### config.mk
export PLATFORM = sky130hd
export DESIGN_NAME = wb_port_arbiter
export DESIGN_NICKNAME = d
export VERILOG_FILES = /design/src/rtl/wb_port_arbiter_pkg.sv /design/src/rtl/wb_fifo.sv /design/src/rtl/wb_port_arbiter.sv
export SDC_FILE = /design/constraint.sdc
export NUM_CORES = 1
export LEC_CHECK = 0
export BUFFER_PORTS_ARGS = -buffer_cell sky130_fd_sc_hd__buf_2
export CAP_MARGIN = 40
export CORE_MARGIN = 10
export CORE_UTILIZATION = 54
export DETAILED_ROUTE_END_ITERATION = 12
export PLACE_DENSITY = 0.92
export RECOVER_POWER = 25
export SLEW_MARGIN = 20
export SYNTH_ARGS = -nofsm -noshare
export SYNTH_HDL_FRONTEND = slang
export SYNTH_SLANG_ARGS = --single-unit
### constraint.sdc
create_clock -name clk -period 5 [get_ports clk]
set_input_delay 1 -clock clk [delete_from_list [all_inputs] [get_ports clk]]
set_output_delay 1 -clock clk [all_outputs]
set_load 0.05 [all_outputs]
### src/rtl/wb_port_arbiter_pkg.sv
// Shared pipeline definitions for the writeback-port arbiter.
package wb_port_arbiter_pkg;
  localparam int XLEN  = 32;
  localparam int REG_W = 5;

  typedef struct packed {
    logic [REG_W-1:0] rd;
    logic [XLEN-1:0]  data;
  } wb_entry_t;
endpackage

### src/rtl/wb_fifo.sv
// Small synchronous FIFO holding long-latency results until the write port is free.
module wb_fifo
  import wb_port_arbiter_pkg::*;
#(
  parameter int  DEPTH = 2,
  parameter type T     = wb_entry_t
) (
  input  logic clk,
  input  logic rst,
  input  logic push_i,
  input  T     din_i,
  input  logic pop_i,
  output T     dout_o,
  output logic full_o,
  output logic empty_o
);
  localparam int PW = (DEPTH > 1) ? $clog2(DEPTH) : 1;
  localparam int CW = $clog2(DEPTH + 1);

  T                mem_q [DEPTH];
  logic [PW-1:0]   wr_ptr_q, rd_ptr_q;
  logic [CW-1:0]   cnt_q;
  logic            do_push, do_pop;

  assign full_o  = (cnt_q == CW'(DEPTH));
  assign empty_o = (cnt_q == '0);
  assign dout_o  = mem_q[rd_ptr_q];
  assign do_push = push_i && !full_o;
  assign do_pop  = pop_i && !empty_o;

  // Pointers wrap explicitly so non-power-of-two depths work.
  always_ff @(posedge clk) begin
    if (rst) begin
      wr_ptr_q <= '0;
      rd_ptr_q <= '0;
      cnt_q    <= '0;
    end else begin
      if (do_push) begin
        mem_q[wr_ptr_q] <= din_i;
        wr_ptr_q <= (wr_ptr_q == PW'(DEPTH - 1)) ? '0 : wr_ptr_q + 1'b1;
      end
      if (do_pop)
        rd_ptr_q <= (rd_ptr_q == PW'(DEPTH - 1)) ? '0 : rd_ptr_q + 1'b1;
      if (do_push && !do_pop)      cnt_q <= cnt_q + 1'b1;
      else if (do_pop && !do_push) cnt_q <= cnt_q - 1'b1;
    end
  end
endmodule

### src/rtl/wb_port_arbiter.sv
// Shares the register-file write port between the pipeline and a long-latency unit,
// tracking in-flight destinations in a scoreboard and requesting bubbles on starvation.
module wb_port_arbiter
  import wb_port_arbiter_pkg::*;
#(
  parameter int DATA_WIDTH   = XLEN,
  parameter int FIFO_DEPTH   = 2,
  parameter int STARVE_LIMIT = 4
) (
  input  logic                  clk,
  input  logic                  rst,
  input  logic                  RegWriteW,
  input  logic [REG_W-1:0]      RdW,
  input  logic [DATA_WIDTH-1:0] ResultW,
  input  logic                  issue_valid,
  input  logic [REG_W-1:0]      issue_rd,
  output logic                  issue_ready,
  input  logic                  llu_valid,
  input  logic [REG_W-1:0]      llu_rd,
  input  logic [DATA_WIDTH-1:0] llu_data,
  output logic                  llu_ready,
  input  logic [REG_W-1:0]      Rs1D,
  input  logic [REG_W-1:0]      Rs2D,
  input  logic [REG_W-1:0]      RdD,
  output logic                  StallLLU,
  output logic                  DrainReq,
  output logic                  RegWriteOut,
  output logic [REG_W-1:0]      RdOut,
  output logic [DATA_WIDTH-1:0] ResultOut
);
  localparam int SW = $clog2(STARVE_LIMIT + 1);

  typedef struct packed {
    logic [REG_W-1:0]      rd;
    logic [DATA_WIDTH-1:0] data;
  } entry_t;

  logic [31:0]   pending_q, pending_d;
  logic [SW-1:0] starve_q, starve_d;
  entry_t        head, llu_entry;
  logic          fifo_full, fifo_empty;
  logic          pipe_wr, drain, push, issue_fire;

  assign pipe_wr    = RegWriteW && (RdW != '0);
  assign drain      = !rst && !pipe_wr && !fifo_empty;
  assign llu_ready  = rst || !fifo_full;
  assign push       = !rst && llu_valid && llu_ready && (llu_rd != '0);
  assign llu_entry  = '{rd: llu_rd, data: llu_data};
  // Pre-edge scoreboard: a same-cycle clear does not unblock an issue.
  assign issue_ready = rst || !pending_q[issue_rd];
  assign issue_fire  = !rst && issue_valid && issue_ready && (issue_rd != '0);
  assign StallLLU    = !rst && (pending_q[Rs1D] || pending_q[Rs2D] || pending_q[RdD]);
  assign DrainReq    = !rst && (starve_q == SW'(STARVE_LIMIT));

  wb_fifo #(.DEPTH(FIFO_DEPTH), .T(entry_t)) u_fifo (
    .clk     (clk),
    .rst     (rst),
    .push_i  (push),
    .din_i   (llu_entry),
    .pop_i   (drain),
    .dout_o  (head),
    .full_o  (fifo_full),
    .empty_o (fifo_empty)
  );

  always_comb begin
    RegWriteOut = 1'b0;
    RdOut       = '0;
    ResultOut   = '0;
    if (pipe_wr) begin
      RegWriteOut = 1'b1;
      RdOut       = RdW;
      ResultOut   = ResultW;
    end else if (drain) begin
      RegWriteOut = 1'b1;
      RdOut       = head.rd;
      ResultOut   = head.data;
    end
  end

  always_comb begin
    pending_d = pending_q;
    if (drain)      pending_d[head.rd]  = 1'b0;
    if (issue_fire) pending_d[issue_rd] = 1'b1;
    pending_d[0] = 1'b0;
  end

  // Non-empty and not draining can only mean the pipeline held the port.
  always_comb begin
    starve_d = starve_q;
    if (fifo_empty || drain)            starve_d = '0;
    else if (starve_q != SW'(STARVE_LIMIT)) starve_d = starve_q + 1'b1;
  end

  always_ff @(posedge clk) begin
    if (rst) begin
      pending_q <= '0;
      starve_q  <= '0;
    end else begin
      pending_q <= pending_d;
      starve_q  <= starve_d;
    end
  end
endmodule

* Word level (Yosys, flattened, before mapping)
Memories as Yosys holds them, arrays and structs flattened. A register that Yosys moved wholly into a read port is not among the register bits.
Index checks and enable logic that the tools add are counted.
** Word-level totals
- Word-level logic and storage cells :: 89
- Memories :: 1
- Memory bits (writable) :: 74
- Register bits :: 39
- Output and inout port bits :: 42
** Memory list
- u_fifo.mem_q :: depth 2, width 37, rd ports 1, clocked after memory_dff 1, wr ports 1, RTL line wb_fifo.sv:20 : T mem_q [DEPTH];
** Operators by class
- Bitwise logic cells :: 3
- Add/sub/neg operators :: 5
- Equal/unequal tests :: 3
- Reductions and logical operators :: 35
- Muxes and demuxes :: 29
- Magnitude comparators :: 7
** Operators with widths (number)
- 32-bit two-way mux :: 4
- 32-bit bitwise AND :: 1
- 32-bit NOT :: 1
- 32-bit bitwise OR :: 1
- 5-bit by 6-bit less-than comparator with 1-bit output (second input constant) :: 5
- 1-bit binary-select mux with 5-bit select :: 4
- 1-bit logical AND :: 17
- 1-bit two-way mux :: 15
- 5-bit nonzero test :: 3
- 1-bit demux with 5-bit select :: 2
- 5-bit by 1-bit >= comparator with 1-bit output (second input constant) :: 2
- 5-bit two-way mux :: 2
- 1-bit logical NOT :: 7
- 1-bit logical OR :: 5
- 2-bit two-way mux :: 2
- 3-bit by 1-bit adder with 3-bit output (second input constant) :: 1
- 3-bit equality test (second input constant) :: 1
- 3-bit != test (second input constant) :: 1
- 1-bit adder (second input constant) :: 2
- 2-bit by 1-bit adder with 2-bit output (second input constant) :: 1
- 2-bit equality test (second input constant) :: 1
- 2-bit logical NOT :: 1
- 2-bit nonzero test :: 1
- 2-bit OR reduction :: 1
- 2-bit by 1-bit subtractor with 2-bit output (second input constant) :: 1

* Depth between registers and ports, before layout
Gate-level depths: netlist of the first run.
- Word-level depth :: 10
- Gate-level depth with buffers :: 7
- Depth with buffers taken out :: 7

* By module
Synthesis of the first run repeated with hierarchy kept, for this count alone.
** Unflattened totals
- Cells, all modules :: 556
- Area, all modules :: 6163.4 um2
** Modules (own cells, without submodules)
- wb_port_arbiter :: area each 3270.6 um2, seq. area each 680.7 um2, cells each 415, times used 1
- wb_fifo :: area each 2892.8 um2, seq. area each 2322.2 um2, cells each 141, times used 1

* Least setup slack after synthesis of the first run
OpenSTA, ideal clock, no wires.
- Path type :: in2out
- From :: in RdW[3]
- To :: out ResultOut[0]
- Stages on the path :: 5
- Slack :: 0.643 ns
- Path buffers :: 2
- Arrival time :: 3.357 ns
- Cell sequence :: or4_1 o21a_1 clkbuf_1 clkbuf_1 o31ai_1
** Between the ends
- Word-level cells in the longest chain between the ends :: 7
** Ends and longest elaborated chain
- from (decl) :: RTL line wb_port_arbiter.sv:13 : input logic [REG_W-1:0] RdW,
- 5-bit nonzero test (*) :: RTL line wb_port_arbiter.sv:44 : assign pipe_wr = RegWriteW && (RdW != '0);
- 1-bit logical AND (*) :: RTL line wb_port_arbiter.sv:44
- 1-bit logical NOT :: RTL line wb_port_arbiter.sv:45 : assign drain = !rst && !pipe_wr && !fifo_empty;
- 1-bit logical AND (2 in series) :: RTL line wb_port_arbiter.sv:45
- 32-bit two-way mux :: RTL line wb_port_arbiter.sv:74 : end else if (drain) begin
- 32-bit two-way mux (*) :: RTL line wb_port_arbiter.sv:70 : if (pipe_wr) begin
- to (decl) :: RTL line wb_port_arbiter.sv:29 : output logic [DATA_WIDTH-1:0] ResultOut
Mark *: on every way between the ends. The rest lies on a longest branch, timed or not.

* Worst setup path in the final report of the first run
- From :: in RdW[3]
- To :: out RdOut[2]
** Between the ends
- Word-level cells in the longest chain between the ends :: 7
** Ends and longest elaborated chain
- 5-bit nonzero test (*) :: RTL line wb_port_arbiter.sv:44
- 1-bit logical AND (*) :: RTL line wb_port_arbiter.sv:44
- 1-bit logical NOT :: RTL line wb_port_arbiter.sv:45
- 1-bit logical AND (2 in series) :: RTL line wb_port_arbiter.sv:45
- 5-bit two-way mux :: RTL line wb_port_arbiter.sv:74
- 5-bit two-way mux (*) :: RTL line wb_port_arbiter.sv:70
- to (decl) :: RTL line wb_port_arbiter.sv:28 : output logic [REG_W-1:0] RdOut,
Marked as above.

==> impl_metrics.csv, run 1 <==
group,metric,value,unit
status,status,"completed",
sta,relSlewSlack,0.390,
sta,finalMaxSlewViolations,0,
grt,overflow,0,
cts,cts_tree,"done",
yosys,yosysSeqAreaShare,0.492,
yosys,synth_area_per_cell,11.4,um2
cts,cts_buffer_depth,2,
yosys,synthTopCellsByArea,"edfxtp_1, dfxtp_1, mux2i_1",
yosys,synth_edf_count,74,
power,p_int,1970,uW
cts,clkLatencyLatePin,0.41,ns
critical_path,path_cells,"buf_2 > or4_1 > o21ai_0 > nand2_1 > o21ai_0 > buf_2",
power,power,2780,uW
sta,hold_violations,0,
detailed_routing,vias,5409,
power,leakage,0.00274,uW
detailed_routing,ant_nets,0,
power,p_switching,817,uW
placed_design,port_buffers,140,
yosys,yosys.area.top_type,"edfxtp_1",
sta,fmax,246,MHz
yosys,synth_nets,639,
sta,period_minus_slack,4.06,ns
cts,clockRootBuffer,"clkbuf_16",
power,ir_worst_vdd,346,uV
sta,rsz0062_at_grt,"no",
critical_path,max_stage_delay,0.58,ns
critical_path,worstPathRequired,4.00,ns
yosys,synth_area,6110,um2
power,p_seq_frac,0.385,
grt,grt_usage,0.227,
power,switching_share,0.293,
critical_path,end_kind,"output port",
detailed_routing,dr.pass1.iters,6,
sta,fin_skew,0.00705,ns
grt,grt_pass1_vias,5535,
power,power_frac_clock,0.446,
yosys,ys_types,57,
cts,cts_hold_buf,0,
detailed_routing,avgViaCountPerCell,6.59,
cts,cts_sinks,113,
floorplan,die_area,16000,um2
detailed_routing,drt_iter0_markers,603,
min_path,hold_path.class,"flip-flop to flip-flop",
floorplan,die_h,126,um
yosys,ys_warn_count,0,
critical_path,worstPathArrival,3.06,ns
cts,path_clk_slew,0.05,ns
sta,holdWs,0.523,ns
detailed_routing,finalWirelength,19400,um
sta,fin_tns_setup,0,ns
final_layout,layout.nets,767,
cts,cts_resized,0,
cts,htree_levels,4,
critical_path,crit_slowest_cell,"or4_1",
yosys,synth_top_area_frac,0.364,
final_layout,drive_above_1_share,0.294,
yosys,synthFlopType,"edfxtp_1",
placed_design,routabilityCongestion,1.05,
detailed_routing,wire_per_inst,23.7,um
floorplan,core_area,10900,um2
critical_path,crit_path_max_fanout,5,
yosys,synthArstFlopShare,0,
placed_design,dp_hpwl,12900,um
floorplan,fp.dieW,126,um
final_layout,num-fill-cells,716,
cts,cts_buffers,17,
yosys,synth_cells,537,
grt,grt_max_degree,50,
cts,cts_setup_buffers,0,
final_layout,area_growth,23.0,%
job,cap_violations,0,
grt,grt_pass1_wl,29500,um
yosys,ys_ff_latch,113,
floorplan,io_pins,141,
critical_path,crit_type,"input port to output port",
critical_path,crit_path_start_kind,"input port",
sta,setup_viol,0,
sta,timing.final.crit_share,0.812,
sta,max_slew.worst_pin.slew,0.915,ns
floorplan,rows,38,
power,power_frac_comb,0.168,
power,powerDensity,371,nW/um2
floorplan,start_util,0.559,
detailed_routing,drc,0,
grt,antenna_found_initial,3,
-- power by group through the flow --
stage	logic [uW]	registers [uW]	clock network [uW]
6_report	469	1070	1240
5_1_grt	494	1080	1290
4_1_cts	463	1070	1240
2_1_floorplan	327	1070	0
3_3_place_gp	431	1090	0
3_5_place_dp	456	1090	0
-- synth_stat cells (all sizes together), types with 7 or more instances --
cell    number
a21oi       23
buf         10
clkbuf      26
dfxtp       39
edfxtp      74
inv         13
mux2i       46
mux4        26
nand2       51
nand2b       7
nand3       10
nand3b       8
nand4        8
nor2        12
nor2b       23
nor3         8
o21ai       54
o31ai       35
-- metal layers --
metal	track usage	part of all wire
met1	0.245	0.34
met2	0.390	0.50
met3	0.0737	0.11
met4	0.121	0.051
met5	0	0
-- flip-flops by register name, summed over array words and instances, names as in the netlist, named ones only --
name / cells
starve_q: 3
u_fifo.wr_ptr_q: 1
u_fifo.cnt_q: 2
pending_q: 31
u_fifo.mem_q: 74
u_fifo.rd_ptr_q: 1
-- logic make-up (layout without fill, tap and decap cells) --
| group | Yosys count | in the layout | synth area share |
|---|---|---|---|
| XOR/XNOR | 5 | 5 | 0.00717 |
| AND/OR/NAND/NOR | 154 | 154 | 0.137 |
| flip-flops | 113 | 113 | 0.492 |
| multiplexers | 77 | 77 | 0.184 |
| buffers and inverters | 49 | 190 | 0.0319 |
| other | 0 | 3 | 0 |
| adder cells (fa/ha/maj) | 3 | 3 | 0.00614 |
| AO/OA/AOI/OAI | 136 | 136 | 0.142 |
-- layout make-up --
type                       count  area [um2]  share of cell area
sequential                   113        3000               0.400
timing repair buffer         145         748              0.0996
antenna                        3        7.51            0.000999
clock buffer                  17         425              0.0566
clock inverter                15         183              0.0243
inverter                      13        48.8             0.00650
tap                          140         175              0.0233
multi-input combinational    375        2920               0.389
-- worst max-delay path, delay by kind of cell --
kind                   cells  cell delay, ns
AND/OR/NAND/NOR            2            0.91
AO/OA/AOI/OAI              2            0.71
buffers and inverters      2            0.43
-- cells in the final DEF (no fill, tap or decap), types with 3 or more instances in the layout --
master	count
nand4_1	8
o21ai_1	6
buf_2	122
o21ai_0	46
nand2_1	51
buf_4	3
o31ai_1	35
nor2_1	12
ha_1	3
edfxtp_1	74
mux2i_1	46
bufinv_16	3
clkbuf_1	18
nand2b_1	7
clkbuf_16	17
mux4_1	6
inv_6	4
diode_2	3
inv_1	13
or2_2	4
clkinvlp_4	6
nand3b_1	8
xor2_1	3
mux4_2	20
nor3_1	8
a221oi_1	4
nand3_1	10
mux2_2	5
or4_1	3
nor2b_1	22
dfxtp_1	38
a21oi_1	23
nor3b_1	3
or3_1	4
-- through the flow --
stage               utilization  cell area [um2]  cells  worst slack [ns]
floorplan                     -             6110    537             0.643
global placement          0.628             6870    784             0.997
detailed placement        0.633             6920    786             0.954
CTS                       0.688             7530    818             0.955
global route              0.687             7510    821             0.847
finish                    0.687             7510    821             0.941
-- final timing paths --
check | to | cells past startpoint | slack [ns] | start
max | RdOut[2] | 6 | 0.94 | RdW[3]
min | flip-flop | 2 | 0.52 | u_fifo.rd_ptr_q$_SDFFE_PP0P_
max reg2reg | pending_q[26]$_SDFF_PP0_ | 5 | 2.30 | flip-flop
min reg2reg | flip-flop | 2 | 0.52 | u_fifo.rd_ptr_q$_SDFFE_PP0P_
(Power assumes the default switching activity.)
==> run 2: changes to the inputs <==
Settings changed: CORE_UTILIZATION 54 to 49, PLACE_DENSITY 0.92 to 0.89.
Clock period 5 ns to 3.3 ns, I/O delays scaled along.
==> run 2 against run 1 <==
Compared with the run above:
- sequential power increased by 51%
- total power is 46% higher
- register-to-register slack worse by 1.2 ns
- cell count grew 4.0%
- global-route usage decreased by 2.3 points
- combinational power grew 59%
- core utilization shrank 5.5 points
- routed wire length shrank 7.4%
- worst setup slack worse by 0.85 ns
- largest power group unchanged
- highest routed layer unchanged
==> impl_metrics.csv, run 2 (synthesis results as in run 1) <==
group,metric,value,unit
grt,grt_max_degree,65,
placed_design,port_buffers,140,
power,power_frac_comb,0.183,
grt,grt_pass1_vias,5523,
cts,path_clk_slew,0.05,ns
sta,setup_viol,0,
critical_path,r2r-start,"pending_q[9]$_SDFF_PP0_",
critical_path,crit_path_max_fanout,7,
sta,timing.final.crit_share,0.973,
power,switching_share,0.301,
floorplan,die_area,17300,um2
cts,cts_setup_buffers,0,
sta,max_slew.worst_pin.slew,0.925,ns
power,ir_worst_vdd,412,uV
final_layout,layout.nets,774,
sta,fin_tns_setup,0,ns
power,p_seq_frac,0.398,
cts,cts_sinks,113,
floorplan,rows,40,
power,power_frac_clock,0.419,
power,p_switching,1230,uW
final_layout,area_growth,25.3,%
sta,fmax,312,MHz
detailed_routing,vias,5210,
placed_design,routabilityCongestion,0.932,
cts,htree_levels,4,
grt,overflow,0,
detailed_routing,finalWirelength,18000,um
floorplan,die_h,132,um
cts,cts_buffers,17,
cts,cts_tree,"done",
grt,grt_usage,0.205,
critical_path,cp-startpoint,"issue_rd[0]",
power,powerDensity,532,nW/um2
sta,relSlewSlack,0.383,
power,p_int,2850,uW
detailed_routing,wire_per_inst,21.1,um
sta,fin_skew,0.0150,ns
cts,clkLatencyLatePin,0.42,ns
critical_path,crit_path_start_kind,"input port",
min_path,min-delay-start,"llu_data[12]",
cts,cts_buffer_depth,2,
final_layout,drive_above_1_share,0.333,
sta,rsz0062_at_grt,"no",
sta,hold_violations,0,
detailed_routing,dr.pass1.iters,7,
placed_design,dp_hpwl,13100,um
floorplan,io_pins,141,
floorplan,core_area,12100,um2
final_layout,layout_commonest_cell,"buf_2",
critical_path,worstPathRequired,2.64,ns
grt,antenna_found_initial,2,
detailed_routing,drt_iter0_markers,382,
detailed_routing,avgViaCountPerCell,6.10,
min_path,hold_path.class,"input port to flip-flop",
cts,clockRootBuffer,"clkbuf_16",
cts,cts_resized,0,
final_layout,reg_top3,"u_fifo.mem_q: 74 flops, pending_q: 31 flops, starve_q: 3 flops",
detailed_routing,ant_nets,0,
final_layout,final_cell_mix,"buf_2, edfxtp_1, nand2_1, mux2i_1, o21ai_0",
floorplan,start_util,0.504,
cts,cts_hold_buf,0,
critical_path,crit_type,"input port to output port",
floorplan,fp.dieW,132,um
sta,finalMaxSlewViolations,0,
sta,period_minus_slack,3.21,ns
job,cap_violations,0,
final_layout,postLayoutCoreUtil,0.632,
final_layout,largest_reg_flops,74,
detailed_routing,drc,0,
status,status,"completed",
grt,grt_pass1_wl,28900,um
critical_path,end_kind,"output port",
power,leakage,0.00280,uW
critical_path,worstPathArrival,2.55,ns
final_layout,top_register,"u_fifo.mem_q",
-- run 2: cell count changes in the layout (fill, tap and decap cells not counted), moves of 4 or more --
cell	previous run	this run
o31ai_2	0	18
o31ai_1	35	17
buf_2	122	126
clkbuf_1	18	14
buf_4	3	9
-- run 2: final cells by class --
type                       count  area (um2)
fill                         943        4450
clock buffer                  17         425
tap                          168         210
multi-input combinational    375        3020
clock inverter                15         138
sequential                   113        3000
antenna                        1        2.50
inverter                      13        48.8
timing repair buffer         152         811
-- run 2: power groups by stage --
stage | Sequential [uW] | Clock [uW] | Combinational (uW)
detailed placement | 1650 | 0 | 740
floorplan | 1630 | 0 | 520
global placement | 1640 | 0 | 701
global route | 1630 | 1790 | 794
CTS | 1620 | 1720 | 747
finish | 1620 | 1710 | 745
-- run 2: worst paths after layout --
check,to,slack [ns],cells after the start
worst max-delay path,issue_ready,0.09,7
worst min-delay path,u_fifo.mem_q[1][12]$_DFFE_PP_,0.44,1
worst max register to register,pending_q[11]$_SDFF_PP0_,1.08,5
worst min register to register,flip-flop,0.54,2
-- run 2: layer usage --
| metal | global-route usage | share of wire |
|---|---|---|
| met2 | 0.347 | 0.50 |
| met4 | 0.102 | 0.035 |
| met3 | 0.0648 | 0.095 |
| met5 | 0 | 0 |
| met1 | 0.226 | 0.37 |
-- run 2: per-stage QoR --
stage          instances  setup WS [ns]  cell area [um2]  hold slack (ns)  total power, uW
2_1_floorplan        537         -0.377             6210            0.467             2150
3_3_place_gp         820         0.0733             7090            0.476             2340
3_5_place_dp         821         0.0819             7110            0.502             2390
4_1_cts              853         0.0796             7670            0.428             4080
5_1_grt              854        0.00469             7660            0.427             4210
6_report             854         0.0899             7660            0.437             4070
-- run 2: critical path: stages --
cell      delay, ns
buf_2          0.19
mux4_1         0.58
a22o_1         0.28
or2_4          0.24
a221oi_1       0.19
or2_2          0.15
buf_2          0.25
==> run 3: changes to the inputs <==
Settings changed: BUFFER_PORTS_ARGS -buffer_cell sky130_fd_sc_hd__buf_2 to unset, CORE_UTILIZATION 49 to 35, DONT_BUFFER_PORTS set to 1, PLACE_DENSITY 0.89 to 0.63, REMOVE_ABC_BUFFERS set to 1.
==> run 3 against run 2 <==
Compared with the run above:
- worst setup slack gained 0.13 ns
- non-clock buffer count down 106
- critical endpoint unchanged
- die area rose by 33%
==> impl_metrics.csv, run 3 (synthesis results as in run 1) <==
group,metric,value,unit
grt,grt_util_met1,0.169,
critical_path,path_cells,"mux4_1 > a22o_2 > or2_4 > a221oi_1 > or2_2",
final_layout,largest_reg_flops,74,
power,ir_worst_vdd,404,uV
sta,period_minus_slack,3.08,ns
sta,setup_viol,0,
cts,clkLatencyLatePin,0.41,ns
cts,cts_sinks,113,
min_path,hold_path.class,"input port to flip-flop",
floorplan,start_util,0.356,
floorplan,fp.dieW,152,um
critical_path,path_depth,5,
grt,antenna_found_initial,0,
grt,top_usage_layer,"met2",
cts,cts_buffers,17,
cts,cts_buffer_depth,2,
critical_path,crit_type,"flip-flop to output port",
final_layout,top_register,"u_fifo.mem_q",
floorplan,die_h,152,um
grt,overflow,0,
detailed_routing,vias,4683,
power,powerDensity,542,nW/um2
placed_design,routabilityCongestion,0.953,
critical_path,worstPathRequired,2.64,ns
cts,clockRootBuffer,"clkbuf_16",
grt,grtUsageMet3,0.0844,
sta,fin_tns_setup,0,ns
sta,holdWs,0.326,ns
final_layout,fin_area,7380,um2
critical_path,crit_path_max_fanout,5,
detailed_routing,wire_per_inst,21.6,um
critical_path,cp_top_family,"simple AND/OR/NAND/NOR gates",
sta,relSlewSlack,0.392,
final_layout,layout_commonest_cell,"edfxtp_1",
status,status,"completed",
floorplan,die_area,23100,um2
job,cap_violations,0,
grt,grt_pass1_wl,27200,um
final_layout,drive_above_1_share,0.264,
final_layout,postLayoutCoreUtil,0.430,
cts,path_clk_slew,0.06,ns
critical_path,critical_path_buf_inv_count,0,
sta,fmax,325,MHz
grt,grt_use_met2,0.223,
final_layout,seqCellArea,3000,um2
detailed_routing,ant_nets,0,
detailed_routing,drt_iter0_markers,376,
critical_path,crit_path_start_kind,"flip-flop",
floorplan,core_area,17200,um2
critical_path,worstPathArrival,2.42,ns
sta,timing.final.crit_share,0.933,
sta,rsz0062_at_grt,"no",
min_path,holdPathStages,1,
sta,finalMaxSlewViolations,0,
placed_design,port_buffers,0,
cts,cts_hold_buf,0,
final_layout,multiInputGateArea,3090,um2
grt,grt_pass1_vias,4919,
critical_path,reg2reg_depth,6,
cts,htree_levels,4,
final_layout,final_cell_mix,"edfxtp_1, nand2_1, mux2i_1, o21ai_0, buf_4",
detailed_routing,drc,0,
grt,grt_usage,0.147,
final_layout,num-fill-cells,1596,
grt,grt_max_degree,58,
power,leakage,0.00248,uW
detailed_routing,avgViaCountPerCell,5.82,
detailed_routing,dr.pass1.iters,5,
placed_design,post_dp_cell_area,6820,um2
critical_path,max_stage_delay,0.49,ns
final_layout,n_antenna_cell,0,
cts,cts_tree,"done",
sta,setup_slack,0.223,ns
floorplan,rows,48,
cts,cts_setup_buffers,0,
sta,max_slew.worst_pin.slew,0.912,ns
final_layout,area_growth,20.9,%
placed_design,place_ws,0.303,ns
final_layout,layout.nets,668,
final_layout,reg_top3,"u_fifo.mem_q: 74 flops, pending_q: 31 flops, starve_q: 3 flops",
sta,hold_violations,0,
placed_design,dp_hpwl,12900,um
critical_path,end_kind,"output port",
critical_path,crit_slowest_cell,"mux4_1",
floorplan,io_pins,141,
detailed_routing,finalWirelength,17400,um
cts,cts_resized,0,
sta,fin_skew,0.0107,ns
## run 3: changes by cell type in the layout (fill, tap and decap cells not counted), moves of 4 or more
cell	previous run	this run
clkinvlp_4	6	2
o31ai_2	18	34
o31ai_1	17	1
buf_4	9	42
buf_2	126	0
inv_6	1	6
clkbuf_1	14	0
## run 3: where the power goes
| part | internal, uW | switching, uW |
|---|---|---|
| sequential | 1580 | 35.8 |
| combinational | 226 | 458 |
| clock | 995 | 713 |
| total | 2800 | 1210 |
## run 3: layout make-up
class                      instances  share of cell area
multi-input combinational        375               0.419
sequential                       113               0.407
clock buffer                      17              0.0576
timing repair buffer              46              0.0535
tap                              225              0.0381
clock inverter                    15              0.0188
inverter                          13             0.00661
## run 3: final timing paths
check	from	slack (ns)	end
max	pending_q[31]$_SDFF_PP0_	0.22	issue_ready
min	rst	0.33	pending_q[18]$_SDFF_PP0_
max reg2reg	u_fifo.cnt_q[0]$_SDFFE_PP0P_	1.04	u_fifo.cnt_q[1]$_SDFFE_PP0P_
min reg2reg	u_fifo.rd_ptr_q$_SDFFE_PP0P_	0.51	u_fifo.rd_ptr_q$_SDFFE_PP0P_
## run 3: per-stage QoR
step | total power (uW) | instances
after global routing | 4160 | 804
after global placement | 2300 | 771
final | 4010 | 804
after CTS | 4040 | 804
after detailed placement | 2330 | 772
after floorplan | 2090 | 501
## run 3: per-layer routing
metal | up-vias | part of all wire | wire length (um)
met4 | 0 | 0.020 | 344
met2 | 233 | 0.46 | 7950
met5 | - | 0 | 0
met3 | 26 | 0.13 | 2280
li1 | 2145 | - | -
met1 | 2279 | 0.39 | 6800
